==> config.mk <==
export PLATFORM = sky130hd
export DESIGN_NAME = fetch_ctrl_flat
export DESIGN_NICKNAME = d
export VERILOG_FILES = /design/src/rtl/fetch_ctrl_if.sv /design/src/rtl/fetch_ctrl.sv /design/src/flat_wrapper.sv
export SDC_FILE = /design/constraint.sdc
export NUM_CORES = 1
export LEC_CHECK = 0
export BUFFER_PORTS_ARGS = -buffer_cell sky130_fd_sc_hd__buf_4
export CAP_MARGIN = 20
export CORE_ASPECT_RATIO = 1.1
export CORE_MARGIN = 8
export CORE_UTILIZATION = 35
export DETAILED_ROUTE_END_ITERATION = 6
export GPL_TIMING_DRIVEN = 0
export PLACE_DENSITY_LB_ADDON = 0.3
export SLEW_MARGIN = 40
export SYNTH_ARGS = -nofsm -noshare
export SYNTH_HDL_FRONTEND = slang
export SYNTH_SLANG_ARGS = --single-unit
export TNS_END_PERCENT = 50
==> constraint.sdc <==
create_clock -name clk -period 2 [get_ports clk]
set_clock_uncertainty 0.15 [all_clocks]
set_input_delay 0.1 -clock clk [delete_from_list [all_inputs] [get_ports clk]]
set_output_delay 0.1 -clock clk [all_outputs]
set_load 0.02 [all_outputs]
==> src/rtl/fetch_ctrl_if.sv <==
`default_nettype none
// ============================================================================
// Module  : fetch_ctrl_if
// Brief   : Memory, redirect and decode handshake bundle for fetch_ctrl.
// Rev     : 1.0  initial release
// ============================================================================
interface fetch_ctrl_if #(
  parameter int DWIDTH = 32,
  parameter int AWIDTH = 32
);
  logic              mem_req_o;
  logic [AWIDTH-1:0] mem_addr_o;
  logic              mem_gnt_i;
  logic              mem_rvalid_i;
  logic [DWIDTH-1:0] mem_rdata_i;
  logic              redirect_i;
  logic [AWIDTH-1:0] redirect_pc_i;
  logic              insn_ready_i;
  logic              insn_valid_o;
  logic [DWIDTH-1:0] insn_o;
  logic [AWIDTH-1:0] pc_o;

  modport master (
    output mem_req_o, mem_addr_o, insn_valid_o, insn_o, pc_o,
    input  mem_gnt_i, mem_rvalid_i, mem_rdata_i, redirect_i, redirect_pc_i, insn_ready_i
  );

  modport slave (
    input  mem_req_o, mem_addr_o, insn_valid_o, insn_o, pc_o,
    output mem_gnt_i, mem_rvalid_i, mem_rdata_i, redirect_i, redirect_pc_i, insn_ready_i
  );
endinterface
`default_nettype wire

==> src/rtl/fetch_ctrl.sv <==
`default_nettype none
// ============================================================================
// Module  : fetch_ctrl
// Brief   : Single-outstanding instruction fetch controller with redirect.
// Rev     : 1.0  initial release
// ============================================================================
module fetch_ctrl #(
  parameter int                DWIDTH   = 32,
  parameter int                AWIDTH   = 32,
  parameter logic [AWIDTH-1:0] BASEADDR = AWIDTH'(32'h0100_0000)
) (
  input  wire logic      clk,
  input  wire logic      rst,
  fetch_ctrl_if.master   bus
);

  localparam logic [2:0] c_IDLE  = 3'd0;
  localparam logic [2:0] c_REQ   = 3'd1;
  localparam logic [2:0] c_WAIT  = 3'd2;
  localparam logic [2:0] c_DRAIN = 3'd3;
  localparam logic [2:0] c_OUT   = 3'd4;

  logic [2:0]        r_state;
  logic [AWIDTH-1:0] r_fpc;
  logic [AWIDTH-1:0] r_rpc;
  logic [AWIDTH-1:0] r_pc;
  logic [DWIDTH-1:0] r_insn;
  logic              r_valid;

  logic [AWIDTH-1:0] w_redir_pc;
  logic [AWIDTH-1:0] w_next_pc;

  assign w_redir_pc = {bus.redirect_pc_i[AWIDTH-1:2], 2'b00};
  assign w_next_pc  = r_rpc + AWIDTH'(4);

  assign bus.mem_req_o    = (r_state == c_REQ);
  assign bus.mem_addr_o   = r_fpc;
  assign bus.insn_valid_o = r_valid;
  assign bus.insn_o       = r_insn;
  assign bus.pc_o         = r_pc;

  always_ff @(posedge clk) begin
    if (rst) begin
      r_state <= c_IDLE;
      r_fpc   <= BASEADDR;
      r_rpc   <= BASEADDR;
      r_pc    <= BASEADDR;
      r_insn  <= '0;
      r_valid <= 1'b0;
    end else if (bus.redirect_i) begin
      // A granted-but-unanswered request must still be drained before refetching.
      r_fpc   <= w_redir_pc;
      r_valid <= 1'b0;
      case (r_state)
        c_REQ:   r_state <= bus.mem_gnt_i    ? c_DRAIN : c_REQ;
        c_WAIT:  r_state <= bus.mem_rvalid_i ? c_REQ   : c_DRAIN;
        c_DRAIN: r_state <= bus.mem_rvalid_i ? c_REQ   : c_DRAIN;
        default: r_state <= c_REQ;
      endcase
    end else begin
      case (r_state)
        c_IDLE: r_state <= c_REQ;
        c_REQ: begin
          if (bus.mem_gnt_i) begin
            r_rpc   <= r_fpc;
            r_state <= c_WAIT;
          end
        end
        c_WAIT: begin
          if (bus.mem_rvalid_i) begin
            r_insn  <= bus.mem_rdata_i;
            r_pc    <= r_rpc;
            r_valid <= 1'b1;
            r_fpc   <= w_next_pc;
            r_state <= c_OUT;
          end
        end
        c_DRAIN: begin
          if (bus.mem_rvalid_i) begin
            r_state <= c_REQ;
          end
        end
        c_OUT: begin
          if (bus.insn_ready_i) begin
            r_valid <= 1'b0;
            r_state <= c_REQ;
          end
        end
        default: r_state <= c_IDLE;
      endcase
    end
  end

endmodule
`default_nettype wire

==> src/flat_wrapper.sv <==
// flat-port wrapper written by rule: the top's interface ports become plain ports
module fetch_ctrl_flat 
#(
  parameter int                DWIDTH   = 32,
  parameter int                AWIDTH   = 32,
  parameter logic [AWIDTH-1:0] BASEADDR = AWIDTH'(32'h0100_0000)
)
  (clk, rst, bus_mem_req_o, bus_mem_addr_o, bus_insn_valid_o, bus_insn_o, bus_pc_o, bus_mem_gnt_i, bus_mem_rvalid_i, bus_mem_rdata_i, bus_redirect_i, bus_redirect_pc_i, bus_insn_ready_i);
  fetch_ctrl_if #(.DWIDTH(DWIDTH), .AWIDTH(AWIDTH)) bus_i ();
  input  wire logic clk;
  input  wire logic rst;
  output wire logic [$bits(bus_i.mem_req_o)-1:0] bus_mem_req_o;
  output wire logic [$bits(bus_i.mem_addr_o)-1:0] bus_mem_addr_o;
  output wire logic [$bits(bus_i.insn_valid_o)-1:0] bus_insn_valid_o;
  output wire logic [$bits(bus_i.insn_o)-1:0] bus_insn_o;
  output wire logic [$bits(bus_i.pc_o)-1:0] bus_pc_o;
  input wire logic [$bits(bus_i.mem_gnt_i)-1:0] bus_mem_gnt_i;
  input wire logic [$bits(bus_i.mem_rvalid_i)-1:0] bus_mem_rvalid_i;
  input wire logic [$bits(bus_i.mem_rdata_i)-1:0] bus_mem_rdata_i;
  input wire logic [$bits(bus_i.redirect_i)-1:0] bus_redirect_i;
  input wire logic [$bits(bus_i.redirect_pc_i)-1:0] bus_redirect_pc_i;
  input wire logic [$bits(bus_i.insn_ready_i)-1:0] bus_insn_ready_i;
  assign bus_mem_req_o = bus_i.mem_req_o;
  assign bus_mem_addr_o = bus_i.mem_addr_o;
  assign bus_insn_valid_o = bus_i.insn_valid_o;
  assign bus_insn_o = bus_i.insn_o;
  assign bus_pc_o = bus_i.pc_o;
  assign bus_i.mem_gnt_i = bus_mem_gnt_i;
  assign bus_i.mem_rvalid_i = bus_mem_rvalid_i;
  assign bus_i.mem_rdata_i = bus_mem_rdata_i;
  assign bus_i.redirect_i = bus_redirect_i;
  assign bus_i.redirect_pc_i = bus_redirect_pc_i;
  assign bus_i.insn_ready_i = bus_insn_ready_i;
  fetch_ctrl #(.DWIDTH(DWIDTH), .AWIDTH(AWIDTH), .BASEADDR(BASEADDR)) u_core (.clk(clk), .rst(rst), .bus(bus_i));
endmodule
==> run_results.csv <==
group,metric,value,unit
pwr,power_switching_share,0.221,
clocking,clk_latency,420,ps
global_route,overflow,0,
clocking,cts_sinks,132,
synth,ys_seq_elements,132,
clocking,cts_tree,"built",
place,gp_congestion,0.882,
clocking,clock_path_buffers,2,
drt,ant_nets,0,
critical_path,cp_slowest_cell,"a2111oi_2",
floorplan,num_rows,48,
pwr,irDropWorstVdd,0.575,mV
drt,via_count,5993,
sta,min_period,1970,ps
synth,synthesis.area,5470,um^2
synth,synth_top_area_cell,"dfxtp_1",
synth,synth.avg_cell_area,7.76,um^2
sta,setup_viol,0,
drt,drtIter0Drc,365,
critical_path,required,2170,ps
clocking,cts_max_level,4,
floorplan,die_x,135,um
final_layout,layout_common_cells,"nand2_1, buf_4, dfxtp_1",
critical_path,endpoint_kind,"register",
sta,drv_slew,0,
critical_path,path_class,"reg -> reg",
synth,synthCells,705,
sta,final.period_utilization,0.983,
global_route,antenna_found_initial,0,
pwr,p_sw,1.55,mW
floorplan,initial_core_util,0.353,
synth,yosysSeqAreaShare,0.483,
global_route,grt_pass1_wl,31700,um
drt,detail_route.drc_violations,0,
floorplan,die_h,147,um
run,drv_cap,0,
clocking,clkTransAtPathRegs,60,ps
sta,holdWs,56.4,ps
drt,via_per_inst,5.09,
pwr,leakagePower,3.41,nW
final_layout,final_common_cell,"nand2_1",
pwr,p_int,5.44,mW
synth,syn-num-nets,776,
global_route,grt_max_degree,17,
critical_path,crit_path_max_incr_delay,340,ps
floorplan,dieArea,19900,um^2
floorplan,ios,168,
final_layout,fill_cells,1446,
drt,dr.pass1.iters,5,
synth,synth_flop_cell,"dfxtp_1",
sta,timing.slew.headroom,0.496,
synth,synth_top_area_frac,0.483,
worst_hold_path,min_path_type,"in -> reg",
critical_path,cp-start-kind,"register",
global_route,grt_pass1_vias,5865,
drt,wirelength,20400,um
synth,synthTopCellsByArea,"dfxtp_1, nand2_1, a21oi_1, clkbuf_1, xor2_1",
place,post-dp-hpwl,14300,um
status,outcome,"finished, final reports clean",
synth,synth_enable_flop_cells,0,
sta,rsz0062_at_grt,"yes",
sta,finalHoldViolations,0,
synth,yosysWarnings,0,
final_layout,n_antenna_cell,0,
place,port_buffers,163,
sta,fmax,509,MHz
clocking,numCtsBuffers,17,
critical_path,crit_chain,"buf_6 > nand4_4 > nor4_4 > buf_4 > nand4_1 > xor2_1 > a2111oi_2",
pwr,power_frac_comb,0.092,
floorplan,core,15500,um^2
sta,fin_tns_setup,0,ps
synth,ys_types,45,
critical_path,path_max_fanout,7,
final_layout,drive_gt1_frac,0.274,
final_layout,final_nets,1036,
global_route,grt_usage,0.204,
pwr,p_seq_frac,0.394,
drt,post_drt_wl_per_cell,17.3,um
final_layout,syn_to_final_growth,56.9,%
critical_path,cp.arrival,2140,ps
pwr,p_clk_frac,0.513,
sta,worst_pin_slew,756,ps
clocking,cts_root_buf,"clkbuf_16",
synth,synthArstFlopShare,0,
pwr,power_density,814,nW/um^2
flip-flops by register name (all words and copies together), names as in the netlist:
register,count
u_core.bus.insn_o,32
u_core.bus.mem_addr_o,32
u_core.bus.pc_o,32
u_core.r_rpc,32
u_core.r_state,3
u_core.bus.insn_valid_o,1
cell usage after synthesis, types with 4 or more instances:
cell	n
nor4_1	5
buf_2	8
nand2_1	226
a2111oi_2	6
a21oi_1	110
nor2_1	30
a211oi_1	5
nor3_1	18
dfxtp_1	132
nand3_1	18
inv_1	4
and3_1	9
xnor2_1	8
nand4_1	11
o21ai_0	11
xor2_1	15
or3_1	4
clkbuf_1	40
through the flow:
| stage | utilization | setup slack, ps | cell area (um^2) | instances | total power, mW |
|---|---|---|---|---|---|
| floorplan | - | 55.1 | 5480 | 705 | 3.05 |
| global placement | 0.449 | -610 | 6950 | 1068 | 3.33 |
| detailed placement | 0.449 | -652 | 6950 | 1068 | 3.33 |
| CTS | 0.545 | 5.72 | 8440 | 1172 | 7.01 |
| global route | 0.554 | -76.0 | 8580 | 1178 | 7.21 |
| finish | 0.554 | 34.9 | 8580 | 1178 | 6.98 |
power by group through the flow:
stage                     logic, mW  clock network, mW  registers [mW]
final                         0.646               3.58            2.76
after global routing          0.695               3.75            2.76
after CTS                     0.634               3.63            2.75
after detailed placement      0.522                  0            2.81
after global placement        0.518                  0            2.81
after floorplan               0.201                  0            2.85
layout make-up:
type | instances | area (um^2) | share of cell area
Tap cell | 200 | 250 | 0.0292
Inverter | 6 | 22.5 | 0.00262
Buffer | 51 | 255 | 0.0297
Clock buffer | 22 | 474 | 0.0552
Clock inverter | 10 | 200 | 0.0233
Sequential cell | 132 | 2670 | 0.311
Multi-Input combinational cell | 515 | 2730 | 0.318
Timing Repair Buffer | 242 | 1990 | 0.232
timing repair:
action / 4_1_cts / 5_1_grt
hold buffers: 67 / 0
setup buffers: 6 / 6
pin swaps: 4 / 11
gates resized for setup: 36 / 43
endpoints found under the setup margin: 98 / 85
hold endpoints to repair: 66 / 0
kinds of logic after synthesis:
kind of cell / after synthesis / share of synthesized area
flops: 132 / 0.483
mux: 3 / 0.00549
compound gates: 153 / 0.164
buf+inv: 58 / 0.0418
fa+ha+maj: 1 / 0.00229
xor+xnor: 23 / 0.0368
simple gates: 335 / 0.267
metal layers:
layer | global-route usage | vias up | routed length, um
li1 | - | 2919 | -
met5 | 0 | - | 0
met2 | 0.323 | 235 | 9540
met1 | 0.246 | 2792 | 8800
met4 | 0.103 | 0 | 643
met3 | 0.0574 | 47 | 1450
worst max-delay path, delay by kind of cell (launching register included):
kind                      cells  cell delay [ps]
and+or+nand+nor               3              560
xor gates and xnor gates      1              190
buffers and inverters         2              300
AOI/OAI and AO/OA             1              340
DFF                           1              320
path summary, 6_finish.rpt:
kind                                            start  slack [ps]  cells after the start                   endpoint
worst max register to register        u_core.r_rpc[7]          30                      7  u_core.bus.mem_addr_o[28]
worst max-delay path                  u_core.r_rpc[7]          30                      7  u_core.bus.mem_addr_o[28]
worst min register to register  u_core.bus.insn_o[25]         300                      2      u_core.bus.insn_o[25]
worst min-delay path                              rst          60                      3        u_core.bus.pc_o[24]
Note: power is estimated with default switching activity, not from simulation.
